`config.mk`:
```
export PLATFORM = sky130hd
export DESIGN_NAME = int_log_ctrl
export DESIGN_NICKNAME = d
export VERILOG_FILES = /design/src/rtl/int_log_pkg.sv /design/src/rtl/int_log_fifo.sv /design/src/rtl/int_log_ctrl.sv
export SDC_FILE = /design/constraint.sdc
export NUM_CORES = 1
export LEC_CHECK = 0
export ABC_AREA = 1
export BUFFER_PORTS_ARGS = -buffer_cell sky130_fd_sc_hd__buf_2
export CORE_ASPECT_RATIO = 1.25
export CORE_MARGIN = 2
export CORE_UTILIZATION = 27
export CTS_CLUSTER_SIZE = 28
export DETAILED_ROUTE_END_ITERATION = 12
export PLACE_DENSITY_LB_ADDON = 0.2
export REMOVE_ABC_BUFFERS = 1
export SYNTH_ARGS = -nofsm -noshare
export SYNTH_HDL_FRONTEND = slang
export SYNTH_HIERARCHICAL = 1
export SYNTH_SLANG_ARGS = --single-unit
export TNS_END_PERCENT = 5
```
`constraint.sdc`:
```
create_clock -name clk -period 10.07 [get_ports clk]
set_input_delay 0.5035 -clock clk [delete_from_list [all_inputs] [get_ports clk]]
set_output_delay 0.5035 -clock clk [all_outputs]
set_load 0.005 [all_outputs]
```
`src/rtl/int_log_pkg.sv`:
```
// int_log_pkg: shared opcodes, FSM states and data width for the logic unit controller
package int_log_pkg;
    localparam int DW = 64;
    localparam logic [2:0] OP_AND  = 3'b000;
    localparam logic [2:0] OP_NAND = 3'b001;
    localparam logic [2:0] OP_OR   = 3'b010;
    localparam logic [2:0] OP_NOR  = 3'b011;
    localparam logic [2:0] OP_XOR  = 3'b100;
    localparam logic [2:0] OP_XNOR = 3'b101;
    localparam logic [2:0] OP_NOT  = 3'b110;
    localparam logic [2:0] OP_ILL  = 3'b111;
    typedef enum logic [1:0] {IDLE, ISSUE, WAIT, RESP} state_e;
endpackage

```
`src/rtl/int_log_fifo.sv`:
```
// int_log_fifo: command FIFO with wrapping pointers and occupancy count
module int_log_fifo #(
    parameter int DEPTH = 4,
    parameter int W = 8
) (
    input  logic                           clk,
    input  logic                           rst_n,
    input  logic                           push,
    input  logic                           pop,
    input  logic [W-1:0]                   din,
    output logic [W-1:0]                   dout,
    output logic [$clog2(DEPTH+1)-1:0]     count
);
    localparam int AW = $clog2(DEPTH);
    localparam int CW = $clog2(DEPTH+1);
    logic [W-1:0]  mem_q [DEPTH];
    logic [AW-1:0] wr_q, wr_d, rd_q, rd_d;
    logic [CW-1:0] count_q, count_d;
    always_comb begin
        wr_d    = wr_q + AW'(push);
        rd_d    = rd_q + AW'(pop);
        count_d = count_q + CW'(push) - CW'(pop);
    end
    always_ff @(posedge clk or negedge rst_n) begin
        if (!rst_n) begin
            wr_q    <= '0;
            rd_q    <= '0;
            count_q <= '0;
        end else begin
            wr_q    <= wr_d;
            rd_q    <= rd_d;
            count_q <= count_d;
        end
    end
    always_ff @(posedge clk) begin
        if (push) mem_q[wr_q] <= din;
    end
    assign dout  = mem_q[rd_q];
    assign count = count_q;
endmodule

```
`src/rtl/int_log_ctrl.sv`:
```
// int_log_ctrl: queues tagged logic commands, issues them to the logic unit and returns tagged results
module int_log_ctrl
    import int_log_pkg::*;
#(
    parameter int DEPTH = 4,
    parameter int LAT = 1,
    parameter int TAGW = 4
) (
    input  logic                       clk,
    input  logic                       rst_n,
    input  logic                       cmd_valid,
    output logic                       cmd_ready,
    input  logic [2:0]                 cmd_op,
    input  logic [DW-1:0]              cmd_opa,
    input  logic [DW-1:0]              cmd_opb,
    input  logic [TAGW-1:0]            cmd_tag,
    output logic [2:0]                 log_op,
    output logic [DW-1:0]              log_opa,
    output logic [DW-1:0]              log_opb,
    input  logic [DW-1:0]              log_out,
    output logic                       rsp_valid,
    input  logic                       rsp_ready,
    output logic [DW-1:0]              rsp_data,
    output logic [TAGW-1:0]            rsp_tag,
    output logic                       rsp_err,
    output logic                       busy,
    output logic [$clog2(DEPTH+1)-1:0] fifo_count
);
    localparam int CW = $clog2(DEPTH+1);
    localparam int CNTW = $clog2(LAT+1);
    localparam int FW = 3 + 2*DW + TAGW;
    state_e          state_q, state_d;
    logic [2:0]      op_q, op_d;
    logic [DW-1:0]   opa_q, opa_d, opb_q, opb_d, data_q, data_d;
    logic [TAGW-1:0] tag_q, tag_d;
    logic [CNTW-1:0] cnt_q, cnt_d;
    logic            err_q, err_d, push, pop;
    logic [FW-1:0]   head;
    assign cmd_ready = fifo_count < CW'(DEPTH);
    assign push = cmd_valid && cmd_ready;
    int_log_fifo #(.DEPTH(DEPTH), .W(FW)) u_fifo (
        .clk   (clk),
        .rst_n (rst_n),
        .push  (push),
        .pop   (pop),
        .din   ({cmd_op, cmd_opa, cmd_opb, cmd_tag}),
        .dout  (head),
        .count (fifo_count)
    );
    always_comb begin
        state_d = state_q;
        op_d    = op_q;
        opa_d   = opa_q;
        opb_d   = opb_q;
        tag_d   = tag_q;
        cnt_d   = cnt_q;
        data_d  = data_q;
        err_d   = err_q;
        pop     = 1'b0;
        case (state_q)
            IDLE: if (fifo_count != '0) begin
                pop = 1'b1;
                {op_d, opa_d, opb_d, tag_d} = head;
                state_d = ISSUE;
            end
            ISSUE: if (op_q == OP_ILL) begin
                data_d  = '0;
                err_d   = 1'b1;
                state_d = RESP;
            end else begin
                cnt_d   = CNTW'(LAT);
                state_d = WAIT;
            end
            WAIT: begin
                cnt_d = cnt_q - CNTW'(1);
                if (cnt_q == CNTW'(1)) begin
                    data_d  = log_out;
                    err_d   = 1'b0;
                    state_d = RESP;
                end
            end
            RESP: state_d = rsp_ready ? IDLE : RESP;
        endcase
    end
    always_ff @(posedge clk or negedge rst_n) begin
        if (!rst_n) begin
            state_q <= IDLE;
            op_q    <= '0;
            opa_q   <= '0;
            opb_q   <= '0;
            tag_q   <= '0;
            cnt_q   <= '0;
            data_q  <= '0;
            err_q   <= 1'b0;
        end else begin
            state_q <= state_d;
            op_q    <= op_d;
            opa_q   <= opa_d;
            opb_q   <= opb_d;
            tag_q   <= tag_d;
            cnt_q   <= cnt_d;
            data_q  <= data_d;
            err_q   <= err_d;
        end
    end
    assign log_op    = op_q;
    assign log_opa   = opa_q;
    assign log_opb   = opb_q;
    assign rsp_valid = state_q == RESP;
    assign rsp_data  = data_q;
    assign rsp_tag   = tag_q;
    assign rsp_err   = err_q;
    assign busy      = (state_q != IDLE) || (fifo_count != '0);
endmodule

```
==> results.py <==
metrics = {
    "outcome": {
        "status": "complete, no violations",
    },
    "placed_design": {
        "dp.cells": 4815,
        "place_worst_setup_slack_ps": 6700,
        "dpl_cell_area_um2": 34600,
        "post-dp-hpwl_um": 47700,
        "port_buffers": 408,
        "place_congestion": 0.713,
    },
    "drt": {
        "wire_per_inst_um": 16.9,
        "drtPass1Iterations": 5,
        "final_antenna_net_count": 0,
        "routed_wl_um": 86700,
        "via_count": 21712,
        "drt-initial-drc-count": 1102,
        "drc_errors": 0,
        "vias_per_cell": 4.24,
    },
    "floorplanning": {
        "die-area_um2": 118000,
        "die_w_um": 308,
        "die_y_um": 384,
        "rows": 139,
        "pin_count": 409,
        "coreArea_um2": 115000,
        "start_util_pct": 27.2,
    },
    "global_route": {
        "gr-usage-all-layers_pct": 14.5,
        "grt_max_degree": 119,
        "grt_pass1_wl_um": 130000,
        "grt_pass1_vias": 21365,
        "grt-ovfl-total": 0,
        "antenna_found_initial": 4,
    },
    "pwr": {
        "powerDensity_nw_per_um2": 285,
        "vdd_ir_drop_max_mv": 0.147,
        "leakagePower_uw": 0.0185,
    },
    "clock_tree": {
        "clk_latency_ps": 690,
        "cts_tree": "built",
        "cts_buffer_depth": 3,
        "clkTransAtPathRegs_ps": 60,
        "postCtsSetupRepairBufs": 0,
        "clock-root-buffer": "clkbuf_16",
        "ctsHtreeMaxLevel": 3,
        "cts.sinks": 750,
        "cts_buffers": 85,
    },
    "layout": {
        "fin_nets": 3776,
        "drive_above_1_share_pct": 16.1,
        "final_common_cell": "nand2_1",
        "fin_util_pct": 33.9,
        "fillers": 11661,
        "layout_common_cells": "nand2_1, inv_1, edfxtp_1",
        "fin_cells": 5122,
        "synthToLayoutAreaGrowth_pct": 24.5,
        "design_area_um2": 38900,
    },
    "yosys": {
        "ys_seq_area_share_pct": 68.7,
        "yosysUniqueCellTypes": 22,
        "yosys_warnings": 6,
        "synth_seq_cells": 750,
        "synth.cell_area_um2": 31200,
        "postSynthAreaPerCell_um2": 10.2,
        "synth_cells": 3059,
    },
    "timing": {
        "max_freq_ghz": 0.307,
        "fin_crit_ps": 3260,
        "finalMaxSlewViolations": 0,
        "hold_violations": 0,
        "maxSlewHeadroom_pct": 31.7,
        "period_share_pct": 32.4,
        "rsz0062_at_grt": "no",
        "setup_ws_ps": 6810,
        "skew_ps": 26.6,
        "worst_pin_slew_ps": 1020,
        "setup_viol": 0,
    },
    "critical_path": {
        "cp_max_fo": 91,
        "startpoint_type": "flop",
        "cp_data_required_time_ps": 10640,
        "worstPathArrival_ps": 3820,
        "crit_type": "flop to flop",
        "end_kind": "flop",
    },
    "flow_run": {
        "maxCapViolations": 0,
    },
    "hold_path": {
        "hp-class": "input port to flop",
    },
}
synth_stat cells:
library cell	n	area [µm²]
nand2_1	1024	3840
inv_1	556	2090
edfxtp_1	540	16200
nand3_1	472	2360
dfrtp_1	210	5260
buf_2	79	395
nand4_1	64	400
clkbuf_1	27	101
buf_1	25	93.8
buf_4	23	173
buf_6	12	135
nor2_1	6	22.5
ha_1	4	50.1
nor3_1	4	20.0
inv_2	3	11.3
nand2_2	2	12.5
o21ai_0	2	10.0
xor2_1	2	17.5
a21oi_1	1	5.00
fa_1	1	20.0
inv_4	1	6.26
nor2_2	1	6.26
worst paths after layout:
check,to,slack (ps),startpoint,cells past startpoint
max reg2reg,u_fifo/count[2],6810,u_fifo/count[1],11
min in group asynchronous,rsp_data[29],510,rst_n,2
max in group asynchronous,cnt_q,7960,rst_n,3
min,rsp_data[41],80,log_out[41],3
min reg2reg,log_opb[3],460,log_opb[3],2
max,u_fifo/count[2],6810,u_fifo/count[1],11
cell type report:
class	count	area, µm²	share of cell area, %
clock buffer	134	2570	6.60
multi-input combinational	1583	6830	17.6
antenna	4	10.0	0.0257
clock inverter	23	249	0.640
sequential	750	21500	55.2
tap	1480	1850	4.76
timing repair buffer	588	3780	9.72
inverter	560	2110	5.44
cell families after synthesis:
family          count (synthesis)  synth area share (%)
compound gates                  3                0.0480
xor+xnor                        2                0.0561
simple gates                 1573                  21.3
buf+inv                       726                  9.61
flops                         750                  68.7
fa+ha+maj                       5                 0.224
power breakdown:
| part | switching (µW) | internal (µW) | total [µW] | leakage (µW) |
|---|---|---|---|---|
| sequential | 355 | 4100 | 4460 | 0.00752 |
| clock | 1260 | 1860 | 3120 | 0.00138 |
| combinational | 2410 | 1100 | 3500 | 0.00956 |
| total | 4020 | 7050 | 11100 | 0.0185 |
flip-flops by register name (all words and copies together) (netlist names), 2 cells and up:
name / count
rsp_data: 64
rsp_tag: 4
u_fifo/rd_q: 2
u_fifo/count: 3
log_op: 3
log_opb: 64
u_fifo/wr_q: 2
log_opa: 64
state_q: 2
u_fifo/mem_q: 540
through the flow:
stage / TNS, ps / hold slack [ps] / total power (µW)
after floorplan: -330500 / 208 / 6700
after global routing: 0 / 45.9 / 11900
after CTS: 0 / 0.663 / 11300
after detailed placement: 0 / 453 / 8080
final: 0 / 82.3 / 11100
after global placement: 0 / 450 / 8050
worst max-delay path, cell delays in order, from the launching register on:
cell	delay, ps
dfrtp_1	440
nor2_2	260
nand2_8	440
nand2_8	720
inv_1	150
ha_1	330
inv_1	60
ha_1	130
inv_1	50
fa_1	400
nand3_1	90
nand2_1	50
metal layers:
metal	GRT usage [%]	up-vias	share of wire (%)
met4	5.41	2	2.5
li1	-	10769	-
met5	0	-	0.013
met1	18.0	10340	44
met3	2.88	105	5.1
met2	25.0	496	48
what timing repair did:
action / 4_1_cts / 5_1_grt
hold buffers: 146 / 0
gates resized for setup: 0 / 0
endpoints found under the hold margin: 649 / 0
No activity file was read; power rests on OpenSTA's default activity.
